### config.mk
export PLATFORM = sky130hd
export DESIGN_NAME = idma_init_pattern_gen
export DESIGN_NICKNAME = d
export VERILOG_FILES = /design/src/rtl/idma_init_pkg.sv /design/src/rtl/idma_init_lfsr.sv /design/src/rtl/idma_init_pattern_gen.sv
export SDC_FILE = /design/constraint.sdc
export NUM_CORES = 1
export LEC_CHECK = 0
export CAP_MARGIN = 20
export CORE_AREA = 2 2 159 161
export CTS_CLUSTER_DIAMETER = 80
export DETAILED_ROUTE_END_ITERATION = 10
export DIE_AREA = 0 0 161 163
export GPL_TIMING_DRIVEN = 0
export PLACE_DENSITY_LB_ADDON = 0.08
export SLEW_MARGIN = 0
export SYNTH_ARGS = -nofsm -noshare
export SYNTH_HDL_FRONTEND = slang
export SYNTH_HIERARCHICAL = 1
export SYNTH_SLANG_ARGS = --single-unit
### constraint.sdc
create_clock -name clk_i -period 2.7 [get_ports clk_i]
set_input_delay 0.27 -clock clk_i [delete_from_list [all_inputs] [get_ports clk_i]]
set_output_delay 0.27 -clock clk_i [all_outputs]
set_load 0.03 [all_outputs]
### src/rtl/idma_init_pkg.sv
// Shared types and constants for the iDMA INIT pattern sources.
// Mode encoding, LFSR taps and default-width request/response bundles.
package idma_init_pkg;

  typedef enum logic [1:0] {
    INIT_CONST = 2'd0,
    INIT_INCR  = 2'd1,
    INIT_LFSR  = 2'd2,
    INIT_ZERO  = 2'd3
  } init_mode_e;

  localparam logic [31:0] LfsrTaps = 32'h8020_0003;

  localparam int unsigned DefStrbWidth = 16;
  localparam int unsigned DefLenWidth  = 16;
  localparam int unsigned DefDataWidth = 8 * DefStrbWidth;

  typedef struct packed {
    init_mode_e                mode;
    logic [DefDataWidth-1:0]   seed;
    logic [DefLenWidth-1:0]    len;
  } init_req_t;

  typedef struct packed {
    logic [DefDataWidth-1:0]   data;
    logic                      last;
  } init_rsp_t;

  // An all-zero Galois state never leaves zero, so it is replaced by 1.
  function automatic logic [31:0] lfsr_seed(input logic [31:0] s);
    return (s == 32'h0) ? 32'h1 : s;
  endfunction

endpackage

### src/rtl/idma_init_lfsr.sv
// 32-bit right-shifting Galois LFSR step.
// Shared by the INIT generator and other test-pattern sources.
module idma_init_lfsr
  import idma_init_pkg::*;
(
  input  logic [31:0] state_i,
  input  logic        en_i,
  output logic [31:0] state_o
);

  logic [31:0] w_next;

  assign w_next  = {1'b0, state_i[31:1]}
                 ^ (state_i[0] ? LfsrTaps : 32'h0);
  assign state_o = en_i ? w_next : state_i;

endmodule

### src/rtl/idma_init_pattern_gen.sv
// iDMA INIT subordinate: one request in, a burst of generated beats out.
// Supports constant, incrementing-byte, LFSR and zero fill patterns.
module idma_init_pattern_gen
  import idma_init_pkg::*;
#(
  parameter  int unsigned StrbWidth = 16,
  parameter  int unsigned LenWidth  = 16,
  localparam int unsigned DataWidth = 8 * StrbWidth
) (
  input  logic                 clk_i,
  input  logic                 rst_i,
  input  logic                 req_valid_i,
  output logic                 req_ready_o,
  input  logic [1:0]           req_mode_i,
  input  logic [DataWidth-1:0] req_seed_i,
  input  logic [LenWidth-1:0]  req_len_i,
  output logic                 rsp_valid_o,
  input  logic                 rsp_ready_i,
  output logic [DataWidth-1:0] rsp_data_o,
  output logic                 rsp_last_o,
  output logic                 busy_o
);

  if ((StrbWidth % 4) != 0) begin : g_strb_chk
    $error("StrbWidth must be a multiple of 4");
  end

  typedef enum logic {
    S_IDLE,
    S_STREAM
  } state_e;

  state_e               r_state;
  init_mode_e           r_mode;
  logic [DataWidth-1:0] r_seed;
  logic [LenWidth-1:0]  r_len;
  logic [LenWidth-1:0]  r_cnt;
  logic [7:0]           r_base;
  logic [31:0]          r_lfsr;

  logic                 w_stream;
  logic                 w_last;
  logic                 w_req_hs;
  logic                 w_rsp_hs;
  logic [31:0]          w_lfsr_nxt;
  logic [DataWidth-1:0] w_data;

  assign w_stream = (r_state == S_STREAM);
  assign w_last   = (r_cnt == r_len);
  assign w_rsp_hs = w_stream & rsp_ready_i;

  // A new request may chain onto the final beat's handshake.
  assign req_ready_o = ~w_stream
                     | (rsp_ready_i & w_last);
  assign w_req_hs    = req_valid_i & req_ready_o;

  idma_init_lfsr u_lfsr (
    .state_i (r_lfsr),
    .en_i    (w_rsp_hs),
    .state_o (w_lfsr_nxt)
  );

  always_ff @(posedge clk_i) begin
    if (rst_i) begin
      r_state <= S_IDLE;
      r_mode  <= INIT_CONST;
      r_seed  <= '0;
      r_len   <= '0;
      r_cnt   <= '0;
      r_base  <= '0;
      r_lfsr  <= '0;
    end else if (w_req_hs) begin
      r_state <= S_STREAM;
      r_mode  <= init_mode_e'(req_mode_i);
      r_seed  <= req_seed_i;
      r_len   <= req_len_i;
      r_cnt   <= '0;
      r_base  <= req_seed_i[7:0];
      r_lfsr  <= lfsr_seed(req_seed_i[31:0]);
    end else if (w_rsp_hs) begin
      if (w_last) begin
        r_state <= S_IDLE;
      end else begin
        r_cnt  <= r_cnt + LenWidth'(1);
        r_base <= r_base + 8'(StrbWidth);
        r_lfsr <= w_lfsr_nxt;
      end
    end
  end

  always_comb begin
    w_data = '0;
    if (w_stream) begin
      unique case (r_mode)
        INIT_CONST: w_data = r_seed;
        INIT_INCR: begin
          for (int k = 0; k < int'(StrbWidth); k++) begin
            w_data[8*k +: 8] = r_base + 8'(k);
          end
        end
        INIT_LFSR:  w_data = {(DataWidth/32){r_lfsr}};
        INIT_ZERO:  w_data = '0;
        default:    w_data = '0;
      endcase
    end
  end

  assign rsp_valid_o = w_stream;
  assign busy_o      = w_stream;
  assign rsp_last_o  = w_stream & w_last;
  assign rsp_data_o  = w_data;

endmodule

# Word-level counts from Yosys, hierarchy flattened
# Cells that the tools add are included.
op_classes:
  addsub: 17
  multipliers: 0
  div: 0
  magnitude_cmp: 0
  n_eq_ne: 5
  n_shift: 0
  muxes: 13
  bitwise_logic: 8
  reduce_logical: 8
ops:
  columns: ["operator", "count"]
  rows:
  - ["$pmux W128 S4", 1]
  - ["$mux W32", 5]
  - ["$mux W128", 1]
  - ["$add A8 B4 Y8 const B", 8]
  - ["$add A8 B3 Y8 const B", 4]
  - ["$logic_not A32 Y1", 1]
  - ["$xor A31 B32 Y32", 1]
  - ["$mux W8", 3]
  - ["$add A16 B1 Y16 const B", 1]
  - ["$add A8 B2 Y8 const B", 2]
  - ["$eq A16 B16 Y1", 1]
  - ["$add A8 B1 Y8 const B", 1]
  - ["$add A8 B5 Y8 const B", 1]
  - ["$reduce_and A2 Y1", 3]
  - ["$and A1 B1 Y1", 4]
  - ["$eq A2 B2 Y1 const B", 2]
  - ["$reduce_bool A2 Y1", 2]
  - ["$mux W1", 3]
  - ["$eq A2 B1 Y1 const B", 1]
  - ["$logic_not A2 Y1", 1]
  - ["$ne A2 B1 Y1 const B", 1]
  - ["$not A1 Y1", 2]
  - ["$reduce_or A2 Y1", 1]
  - ["$or A1 B1 Y1", 1]
word_totals:
  reg_bits: 203
  latchBits: 0
  mem_bits_rw: 0
  rom_bits: 0
  out_inout_bits: 132
  word_cells: 58
  n_memories: 0

# Depth between registers and ports, before layout
# Gate-level depths: netlist of the first run.
depth:
  word_depth: 6
  mapped_depth: 11
  depth_no_buf: 8

# By module
# The synthesis of the first run kept the hierarchy.
modules_own_cells:
  columns: ["mod", "instances", "cells_per_inst", "area_each_um2"]
  rows:
  - ["idma_init_pattern_gen", 1, 1701, 11792.6]
  - ["idma_init_lfsr", 1, 41, 530.5]

# Worst setup path before layout of the first run
# No wires, ideal clock.
synth_path:
  path_type: "register -> output"
  startpoint: "register r_base[2]"
  endpoint: "output port rsp_data_o[63]"
  arrival_ps: 2531
  required_time_ps: 2430
  setup_slack_ps: -101
  stages_incl_launch_ff: 8
  cell_sequence: "dfxtp_1 -> clkbuf_1 -> inv_1 -> ha_1 -> a21boi_0 -> or3_1 -> a311o_1 -> a21oi_1"
synth_via:
  elab_chain_cells: 3
synth_rtl:
  columns: ["item", "line", "text"]
  rows:
  - ["start: declaration", "idma_init_pattern_gen.sv:38", "logic [7:0] r_base;"]
  - ["start signal: assignment", "idma_init_pattern_gen.sv:78", "r_base <= req_seed_i[7:0];"]
  - ["start signal: assignment", "idma_init_pattern_gen.sv:85", "r_base <= r_base + 8'(StrbWidth);"]
  - ["$add A8 B3 Y8", "idma_init_pattern_gen.sv:98", "w_data[8*k +: 8] = r_base + 8'(k);"]
  - ["$pmux W128 S4", "idma_init_pattern_gen.sv:94", "unique case (r_mode)"]
  - ["$mux W128", "idma_init_pattern_gen.sv:93", "if (w_stream) begin"]
  - ["end: declaration", "idma_init_pattern_gen.sv:19", "output logic [DataWidth-1:0] rsp_data_o,"]
# No other way between the ends.

# Worst setup path in the final report of the first run
layout_path:
  startpoint: "register r_base[1]"
  endpoint: "output port rsp_data_o[63]"
# Same word-level chain as after synthesis.

==> impl_results.md, run 1 <==
* Status: complete, but fails checks
* Failing checks: negative setup slack
* Die footprint at between 20,000 and 30,000 um2
* Syn Nets at between 1,500 and 2,000
* Hold Vio Cnt, Final at 0
* R2r endpoint: r_base[1]$_SDFFE_PP0P_
* Worst r2r src: r_cnt[2]$_SDFFE_PP0P_
* Total Routing Usage GR at between 40% and 50%
* Num CTS Buffers at 23
* Detailed placement HPWL at 42.9 mm
* DR WL/cell at between 20 and 25 um
* Main synth FF type: dfxtp_1
* Leakage at between 6 and 7 nW
* Psw at 3.30 mW
* Cell area after synthesis at around 12,000 um2
* Total number of vias at 14,700
* Clock power share at roughly 33%
* Ports at ~280
* Layout area overhead at 42.7%
* Post-synth top cells: nand2_1 (401), nor2_1 (240), a21oi_1 (210)
* Cell accounting for the most synthesized area: dfxtp_1
* Pre-CTS setup slack at -1.30 ns
* Clock Latency Late Sink at around 0.54 ns
* Routed Wire Length at between 50 and 60 mm
* Vias in the first global route at 13,700
* Sw Share at about a third
* Core area at around 25,000 um2
* Final hold slack at 0.208 ns
* Unrepaired setup endpoints after global routing: true
* Clock transition at the registers of the reported paths at 0.06 ns
* Flops & latches, synth at 203
* Hold Path Class: primary input to register
* Synth Instances at 1,742
* Seq/Total Area, Yosys at approximately a third
* Syn Area/Cell at about 7.1 um2
* Fin Clk Skew at between 0.008 and 0.009 ns
* Critical path startpoint category: register
* Worst Setup SP: r_base[1]$_SDFFE_PP0P_
* Critical Setup Path Class: register to primary output
* Combinational power share at 31.1%
* Port Buffers at roughly 280
* Initial Utilization at 49.9%
* CP Capture Type: primary output
* Fmax achieved at 331 MHz
* Initial antenna violation count at 3
* Slew headroom at about 34%
* Post-route ant nets at 0
* Distinct cells, synth at 52
* Worst EP required at 2.43 ns
* Tcrit/Tclk final at 112%
* DR pass1 iterations at 6
* Number of synthesized flops with an enable pin at 0
* # setup viols final at 47
* Highest-delay cell along the critical path: a311o_1
* FP Rows at a little under 60
* CTS max path bufs at 3
* Die H at 163 um
* CP Capture Point: rsp_data_o[63]
* Reg2Reg Depth at 10
* Clock sink count at around 200
* CTS root buf: clkbuf_16
* Synth async-reset ratio at 0%
* Worst Tran Pin Value at ~0.99 ns
* Share of post-route cells with drive strength above 1 at between 20% and 30%
* WP data arrival at 2.75 ns
* First-pass GRT wire length at roughly 83 mm
* Largest net degree at the start of global routing at 20
* Nets at between 2,000 and 2,500
* Sequential power share at between 30% and 40%
* H-tree depth at 1
* Max-cap viol count at 0
* Min Tclk post-route at 3.02 ns
* Max-slew violation count at 0
* Pwr dens at approximately 540 nW/um2
* Worst stage delay on the critical path at approximately 0.38 ns
* Internal power at around 6.3 mW
* Final global-route overflow total at 0
* Placer Congestion at ~1.0
* Vias per cell at between 6 and 7
* Crit path cell chain: clkbuf_16 > clkinvlp_4 > ha_4 > a21boi_4 > or3_1 > a311o_1 > a21oi_2 > buf_6
* Synthesis warning total at 6
* Synth top area cells: dfxtp_1 (33%), nand2_1 (12%), a21oi_1 (8.5%), nor2_1 (7.3%), xnor2_1 (4.7%)
* IR Drop Worst-Case VDD at 598 uV
* Drt drc at 0
* CTS tree: yes
* Flop2flop setup slack at roughly 0.24 ns
* Final Power at 9.57 mW
* Final WS setup at -0.318 ns
* Die Span X at 161 um
* Fin Setup TNS at -6.48 ns
* Top cell type's share of synthesized area at between 30% and 40%
* Initial DRC Count at 1,742
* Most common cell in the netlist: nand2_1
* Critical Path Fanout Max at 5
-- per-stage QoR --
stage | cell area (um2) | util (%) | cells
4_1_cts | 17300 | 69.9 | 2418
3_3_place_gp | 15500 | 62.9 | 2350
2_1_floorplan | 12300 | - | 1742
3_5_place_dp | 15600 | 63.1 | 2356
6_report | 17600 | 71.3 | 2444
5_1_grt | 17600 | 71.2 | 2441
-- how the worst min path moves through the flow --
stage | start | endpoint | cells past startpoint
5_1_grt | rst_i | r_base[6]$_SDFFE_PP0P_ | 2
3_5_place_dp | r_seed[120]$_SDFFE_PP0P_ | r_seed[120]$_SDFFE_PP0P_ | 2
4_1_cts | rst_i | r_base[6]$_SDFFE_PP0P_ | 2
2_1_floorplan | req_seed_i[35] | r_seed[35]$_SDFFE_PP0P_ | 2
3_3_place_gp | r_seed[81]$_SDFFE_PP0P_ | r_seed[81]$_SDFFE_PP0P_ | 2
6_report | rst_i | r_base[6]$_SDFFE_PP0P_ | 2
-- cell usage in the layout, fill, tap and decap left out, types with 14 or more instances in the layout --
master / Yosys / layout
dlygate4sd2_1: 0 / 17
clkdlybuf4s15_2: 0 / 14
a21oi_2: 0 / 29
a21oi_1: 210 / 177
clkbuf_16: 0 / 25
nand3_1: 15 / 15
clkbuf_4: 0 / 23
clkbuf_2: 1 / 39
o21a_1: 30 / 30
xnor2_1: 66 / 61
nand2_1: 401 / 389
clkbuf_1: 94 / 46
o22ai_1: 26 / 26
dfxtp_1: 203 / 188
a211o_1: 18 / 18
a22oi_1: 23 / 23
xor2_1: 31 / 30
inv_1: 35 / 30
o21ai_0: 63 / 36
mux2_4: 25 / 25
clkdlybuf4s50_1: 0 / 148
buf_4: 5 / 68
mux2i_1: 43 / 43
nor2_1: 240 / 230
buf_2: 41 / 59
buf_6: 2 / 58
o21ai_1: 1 / 17
ha_4: 0 / 14
-- power by group through the flow --
stage	registers, mW	clock network, mW	logic, mW
global route	3.40	3.32	3.12
detailed placement	3.42	0	2.58
global placement	3.42	0	2.53
CTS	3.38	3.20	2.79
finish	3.39	3.20	2.98
floorplan	3.35	0	1.55
-- worst max-delay path: cells and delay by family (launching register included) --
| family | cells | cell delay, ns |
|---|---|---|
| AOI/OAI and AO/OA | 3 | 0.75 |
| buffers and inverters | 3 | 0.49 |
| DFF | 1 | 0.37 |
| and+or+nand+nor | 1 | 0.34 |
| adders and majority gates | 1 | 0.26 |
-- metal layers --
metal	track usage (%)	vias to the layer above	part of all wire, %
met5	0	-	0.040
met2	64.0	1010	43
met3	8.71	227	12
li1	-	6531	-
met4	23.6	4	6.4
met1	55.5	6933	39
-- flip-flops by register name, summed over array words and instances, names as in the netlist --
register	flops
r_cnt	16
r_seed	128
r_mode	2
busy_o	1
r_len	16
r_base	8
r_lfsr	32
-- what timing repair did --
action,4_1_cts,5_1_grt
hold endpoints to repair,0,0
hold buffers,0,0
gates resized for setup,756,194
buffers inserted,33,23
setup endpoints to repair,130,111
pin swaps,66,44
-- final cells by class --
class                   instances  area [um2]
multi-input cells            1351        8170
fillers                      2065        7090
flip-flops and latches        203        4100
repair buffers                340        3110
plain buffers                 142         888
clock buffers                  26         597
well taps                     330         413
clock inverters                13         158
inverters                      36         151
diodes                          3        7.51
-- cell families after synthesis --
logic type               synth area share (%)
AO/OA/AOI/OAI                            20.1
XOR/XNOR                                 6.89
adder cells (fa/ha/maj)                  1.73
buffers and inverters                    6.69
flip-flops                               33.0
multiplexers                             6.90
AND/OR/NAND/NOR                          24.7
Power figures use the tool's default switching activity.
==> run 2, diff against run 1 <==
GPL_ROUTABILITY_DRIVEN = 0   (was not set)
==> run 2 against run 1 <==
Effect of this change:
- the flow finishes with violations (design-rule violations, negative setup slack)
- non-clock buffer count fell by 5
- wire length rose by 1.3%
- maximum frequency fell by 2.2%
- sequential share of layout area fell by 0.092 points
- utilization rose by 0.30 points
- first-iteration DRC count rose by 37%
- count of clock-buffer cells in the layout rose by 9
- setup slack got worse by 0.069 ns
- largest cell class unchanged
- highest routed layer unchanged
==> impl_results.md, run 2 (synthesis gave the netlist of run 1 again) <==
* Min Tclk post-route at 3.09 ns (+0.0689 ns)
* Fmax achieved at 324 MHz (-2.2%)
* Die H at 163 um (unchanged)
* # diodes at 0 (-3)
* Worst Tran Pin Value at 0.968 ns (-0.0192 ns)
* Biggest regs: r_seed x128, r_lfsr x32
* Die Span X at 161 um (unchanged)
* Initial DRC Count at 2,394 (+37%)
* Area after DPL at 15,600 um2 (about the same)
* Hold Path Class: primary input to register
* Critical path startpoint category: register
* Vias per cell at 6.20 (+3.1%)
* CTS root buf: clkbuf_16
* DR pass1 iterations at 11 (+5)
* Share of post-route cells with drive strength above 1 at 23.5% (about the same)
* CTS max path bufs at 3 (unchanged)
* Vias in the first global route at 13,700 (-0.65%)
* Most frequent cells in the layout: nand2_1 (390), nor2_1 (231), dfxtp_1 (187), a21oi_1 (173), clkdlybuf4s50_1 (148)
* Final global-route overflow total at 0 (unchanged)
* Max-slew violation count at 0 (unchanged)
* Total number of vias at 15,100 (+2.9%)
* Core area at 24,700 um2 (unchanged)
* Clock Latency Late Sink at 0.53 ns (about the same)
* Die footprint at 26,200 um2 (unchanged)
* CP Capture Type: primary output
* Unrepaired setup endpoints after global routing: true
* Critical Path Fanout Max at 6 (+1)
* Fin Setup TNS at -10.32 ns (-3.84 ns)
* H-tree depth at 1 (unchanged)
* Final instance area at 17,700 um2 (+0.43%)
* Routed Wire Length at 58.4 mm (+1.3%)
* Fin Clk Skew at 0.00865 ns (-0.0000367 ns)
* Drt drc at 6 (+6)
* Post-route ant nets at 0 (unchanged)
* Failing checks: design-rule violations, negative setup slack
* Critical Setup Path Class: register to primary output
* Slew headroom at 35.5% (+1.3 points)
* Nets at 2,259 (-0.22%)
* Leakage at 6.88 nW (about the same)
* Detailed placement HPWL at 40.0 mm (-6.8%)
* Total Routing Usage GR at 40.1% (-1.8 points)
* Fillers at 1,979 (-4.2%)
* Num CTS Buffers at 23 (unchanged)
* Status: complete, but fails checks
* Initial antenna violation count at 1 (-2)
* Initial Utilization at 49.9% (unchanged)
* Clock transition at the registers of the reported paths at 0.06 ns (about the same)
* Max-cap viol count at 0 (unchanged)
* # setup viols final at 88 (+87%)
* WP data arrival at 2.82 ns (+0.07 ns)
* Max reg flops at 128 (unchanged)
* Tcrit/Tclk final at 114% (+2.6 points)
* Reg with most FFs: r_seed
* Worst EP required at 2.43 ns (about the same)
* FP Rows at 58 (unchanged)
* Pwr dens at 540 nW/um2 (-0.80%)
* DR WL/cell at 23.9 um (+1.5%)
* Layout area overhead at 43.3%
* Largest net degree at the start of global routing at 20 (unchanged)
* Final WS setup at -0.387 ns (-0.0689 ns)
* CTS tree: yes
* Commonest non-fill, non-tap cell in the layout: nand2_1
* Clock sink count at 203 (unchanged)
* Final Power at 9.53 mW (-0.38%)
* Hold Vio Cnt, Final at 0 (unchanged)
* First-pass GRT wire length at 80.1 mm (-3.3%)
* Ports at 282 (unchanged)
* IR Drop Worst-Case VDD at 510 uV (-15%)
* Port Buffers at 278 (unchanged)
-- run 2: path summary, 6_finish.rpt --
path | from | end | slack (ns) | cells past startpoint
max reg2reg | r_cnt[2]$_SDFFE_PP0P_ | r_base[1]$_SDFFE_PP0P_ | 0.19 | 10
min reg2reg | r_seed[48]$_SDFFE_PP0P_ | r_seed[48]$_SDFFE_PP0P_ | 0.45 | 2
max | r_base[2]$_SDFFE_PP0P_ | rsp_data_o[63] | -0.39 | 8
min | rst_i | r_base[6]$_SDFFE_PP0P_ | 0.13 | 2
-- run 2: what timing repair did --
item                       4_1_cts  5_1_grt
setup buffers                   21       30
hold buffers                     0        0
pin swaps                       38       53
setup endpoints to repair      130      118
gates resized for setup        694      296
hold endpoints to repair         0        0
-- run 2: critical path, stage by stage, from the launching register on --
cell,delay [ns]
dfxtp_4,0.37
clkbuf_16,0.14
clkinvlp_4,0.21
ha_4,0.26
a21boi_4,0.14
or3_1,0.39
a311o_1,0.36
a21oi_2,0.24
buf_6,0.17
-- run 2: cell type report --
cell class,instances,area [um2],share of cell area [%]
multi-input cells,1351,8340,47.2
flip-flops and latches,203,4100,23.2
repair buffers,335,3050,17.3
plain buffers,142,877,4.97
clock buffers,35,661,3.74
well taps,330,413,2.34
inverters,36,160,0.907
clock inverters,7,66.3,0.375
-- run 2: routing by layer --
metal / global-route usage, % / vias up / part of all wire (%)
li1: - / 6510 / -
met1: 51.1 / 6853 / 35
met2: 59.4 / 1346 / 40
met3: 13.9 / 412 / 16
met4: 22.3 / 4 / 8.5
met5: 0 / - / 0.11
-- run 2: power by group --
part / switching [mW] / internal [mW] / total [mW]
Sequential: 0.200 / 3.20 / 3.40
Clock: 1.33 / 1.78 / 3.11
Combinational: 1.84 / 1.19 / 3.03
-- run 2: stage by stage --
step                cells  util (%)  hold slack (ns)  setup WS (ns)
floorplan            1742         -            0.406         0.0237
global placement     2350      62.9            0.442          -1.24
detailed placement   2356      63.1            0.447          -1.04
CTS                  2409      68.7            0.141         -0.240
global route         2439      71.6            0.189         -0.340
finish               2439      71.6            0.133         -0.387
==> run 3, diff against run 2 <==
ABC_AREA = 1   (was not set)
ABC_CLOCK_PERIOD_IN_PS = 2700   (was not set)
CORE_AREA = 2 2 186 188   (was 2 2 159 161)
DIE_AREA = 0 0 188 190   (was 0 0 161 163)
==> run 3 against run 2 <==
Effect of this change:
- the run ends with negative setup slack left
- die area rose by 36%
- hold slack improved by 0.059 ns
- maximum frequency rose by 10%
- wire length fell by 4.9%
- final cell count rose by 9.7%
- utilization fell by 22 points
- clock skew rose by 0.0054 ns
- combinational power fell by 12%
- design area fell by 5.4%
- critical path depth rose by 3
==> impl_results.md, run 3 <==
* Most used cell, CP: o211ai_1
* Syn Area/Cell at 6.30 um2 (-11%)
* H-tree depth at 1 (unchanged)
* Critical Setup Path Class: register to primary output
* Failing checks: negative setup slack
* Cell area after synthesis at 11,700 um2 (-5.2%)
* Hold Vio Cnt, Final at 0 (unchanged)
* Drt drc at 0 (-6)
* Max reg flops at 128 (unchanged)
* Initial DRC Count at 1,377 (-42%)
* Seq/Total Area, Yosys at 34.8% (+1.8 points)
* Max-cap viol count at 0 (unchanged)
* Initial antenna violation count at 1 (unchanged)
* Port Buffers at 280 (+0.72%)
* Ports at 282 (unchanged)
* Core area at 33,900 um2 (+38%)
* CP Capture Type: primary output
* WP data arrival at 2.53 ns (-0.29 ns)
* Reg with most FFs: r_seed
* Routed Wire Length at 55.5 mm (-4.9%)
* Fin Clk Skew at 0.0140 ns (+0.00538 ns)
* Worst Tran Pin Value at 0.715 ns (-0.252 ns)
* Cell accounting for the most synthesized area: dfxtp_1
* Total number of vias at 14,400 (-5.0%)
* Tcrit/Tclk final at 104% (-11 points)
* Clock transition at the registers of the reported paths at 0.06 ns (about the same)
* Die H at 190 um (+17%)
* Nets at 2,371 (+5.0%)
* Vias in the first global route at 13,300 (-2.8%)
* Commonest non-fill, non-tap cell in the layout: nand2_1
* IR Drop Worst-Case VDD at 475 uV (-6.9%)
* Final hold slack at 0.193 ns (+0.0593 ns)
* # diodes at 0 (unchanged)
* Critical path startpoint category: register
* Highest-delay cell along the critical path: dfxtp_4
* Min Tclk post-route at 2.80 ns (-0.287 ns)
* Leakage at 7.27 nW (+5.6%)
* Routing usage on met2 at 45.9% (-14 points)
* Global-route met3 utilization at 6.92% (-6.9 points)
* Post-synth top cells: nand2_1 (402), nor2_1 (329), dfxtp_1 (203)
* CTS root buf: clkbuf_16
* Largest net degree at the start of global routing at 14 (-30%)
* # setup viols final at 8 (-91%)
* Final Power at 9.49 mW (-0.47%)
* Distinct cells, synth at 41 (-21%)
* Biggest regs: r_seed x128, r_lfsr x32
* CTS max path bufs at 3 (unchanged)
* Num CTS Buffers at 25 (+8.7%)
* Pwr dens at 568 nW/um2 (+5.2%)
* Final WS setup at -0.100 ns (+0.287 ns)
* Initial Utilization at 34.4% (-16 points)
* Critical Path Fanout Max at 4 (-2)
* Max-slew violation count at 0 (unchanged)
* Total Routing Usage GR at 30.1% (-10 points)
* CTS tree: yes
* Layout area overhead at 43.0%
* Die Span X at 188 um (+17%)
* Share of post-route cells with drive strength above 1 at 20.6% (-2.9 points)
* M1 GR Usage at 40.1% (-11 points)
* Final global-route overflow total at 0 (unchanged)
* Worst EP required at 2.43 ns (about the same)
* Slew headroom at 52.0% (+17 points)
* Number of synthesized flops with an enable pin at 0 (unchanged)
* Synthesis warning total at 6 (unchanged)
* Hold Path Class: primary input to register
* Main synth FF type: dfxtp_1
* Most frequent cells in the layout: nand2_1 (379), nor2_1 (313), dfxtp_1 (192), o21ai_0 (156), clkdlybuf4s50_1 (150)
* Fin cells at 2,676 (+9.7%)
* First-pass GRT wire length at 81.3 mm (+1.5%)
* GR peak layer: met2
* Post-route ant nets at 0 (unchanged)
* Die footprint at 35,700 um2 (+36%)
* Worst stage delay on the critical path at 0.38 ns (about the same)
* FP Rows at 68 (+17%)
* Unrepaired setup endpoints after global routing: true
* Cell total after placement at 2,590 (+9.9%)
* Synth top area cells: dfxtp_1 (35%), nand2_1 (13%), nor2_1 (11%), o21ai_0 (8.2%), a21oi_1 (5.6%)
* DR pass1 iterations at 5 (-6)
* Flops & latches, synth at 203 (unchanged)
* Clock Latency Late Sink at 0.56 ns (+0.03 ns)
* CTS Hold Bufs at 0 (unchanged)
* Synth async-reset ratio at 0% (unchanged)
* Crit path cell chain: clkbuf_16 > clkinvlp_4 > ha_2 > a21oi_4 > inv_2 > a21oi_2 > a21oi_1 > o211ai_1 > o211ai_1 > inv_1 > buf_4
* Syn Nets at 2,021 (+5.9%)
* Status: complete, but fails checks
* Synth Instances at 1,854 (+6.4%)
* Fmax achieved at 357 MHz (+10%)
* Detailed placement HPWL at 42.6 mm (+6.4%)
* Vias per cell at 5.37 (-13%)
* Most common cell in the netlist: nand2_1
* DR WL/cell at 20.7 um (-13%)
* Top cell type's share of synthesized area at 34.8% (+1.8 points)
* Clock sink count at 203 (unchanged)
==> run 3: cell types whose count changed after synthesis, moves of 29 or more <==
cell / change
inv_1: +103
nand3_1: +93
o211ai_1: +38
o21ai_0: +129
clkbuf_1: -32
o21ai_1: +63
o21a_1: -29
a21oi_1: -79
mux2i_1: -43
xnor2_1: -64
nor2_1: +89
==> run 3: area by class of cell <==
| class | count | area [um2] |
|---|---|---|
| flip-flops and latches | 203 | 4090 |
| plain buffers | 118 | 756 |
| well taps | 455 | 569 |
| repair buffers | 326 | 2880 |
| multi-input cells | 1377 | 6950 |
| clock inverters | 7 | 86.3 |
| inverters | 153 | 619 |
| clock buffers | 37 | 751 |
| fillers | 3579 | 17200 |
==> run 3: worst max-delay path: cells and delay by family (launching register included) <==
| family | cells | cell delay (ns) |
|---|---|---|
| compound gates | 5 | 0.77 |
| buf+inv | 5 | 0.61 |
| flops | 1 | 0.38 |
| fa+ha+maj | 1 | 0.22 |
==> run 3: final timing paths <==
path                                              start                       to  slack, ns  cells past startpoint
worst min-delay path                        req_valid_i      busy_o$_SDFFE_PP0P_       0.19                      3
worst min register to register  r_seed[13]$_SDFFE_PP0P_  r_seed[13]$_SDFFE_PP0P_       0.47                      2
worst max register to register    r_cnt[8]$_SDFFE_PP0P_   r_base[2]$_SDFFE_PP0P_       0.36                     12
worst max-delay path             r_base[2]$_SDFFE_PP0P_          rsp_data_o[127]      -0.10                     11
==> run 3: timing repair <==
item,CTS,global route
setup buffers,27,18
endpoints found under the setup margin,130,122
pin swaps,16,39
resized for setup,552,269
==> run 3: kinds of logic after synthesis <==
kind of cell / count (synthesis) / share of synthesized area (%)
xor gates and xnor gates: 18 / 1.35
AOI/OAI and AO/OA: 458 / 21.2
and+or+nand+nor: 884 / 30.5
DFF: 203 / 34.8
adders and majority gates: 17 / 1.82
buffers and inverters: 274 / 10.3
==> run 3: metrics by stage <==
stage / setup TNS (ns) / setup slack [ns] / instance area [um2] / utilization (%)
after global routing: -1.08 / -0.122 / 16700 / 49.2
after global placement: -61.33 / -1.06 / 15100 / 44.3
after floorplan: 0 / 0.257 / 11700 / -
final: -0.264 / -0.100 / 16700 / 49.2
after CTS: -0.435 / -0.135 / 16500 / 48.5
after detailed placement: -56.00 / -1.01 / 15100 / 44.4
==> run 3: where the power goes <==
| part | internal [mW] | switching, mW | total [mW] |
|---|---|---|---|
| logic | 0.934 | 1.73 | 2.66 |
| clock network | 2.02 | 1.42 | 3.44 |
| registers | 3.21 | 0.178 | 3.39 |
==> run 3: layer usage <==
layer  share of wire [%]  wire length, um
met4                 4.9             2740
met1                  42            23400
met2                  43            23800
met5                0.15               82
met3                 9.9             5490
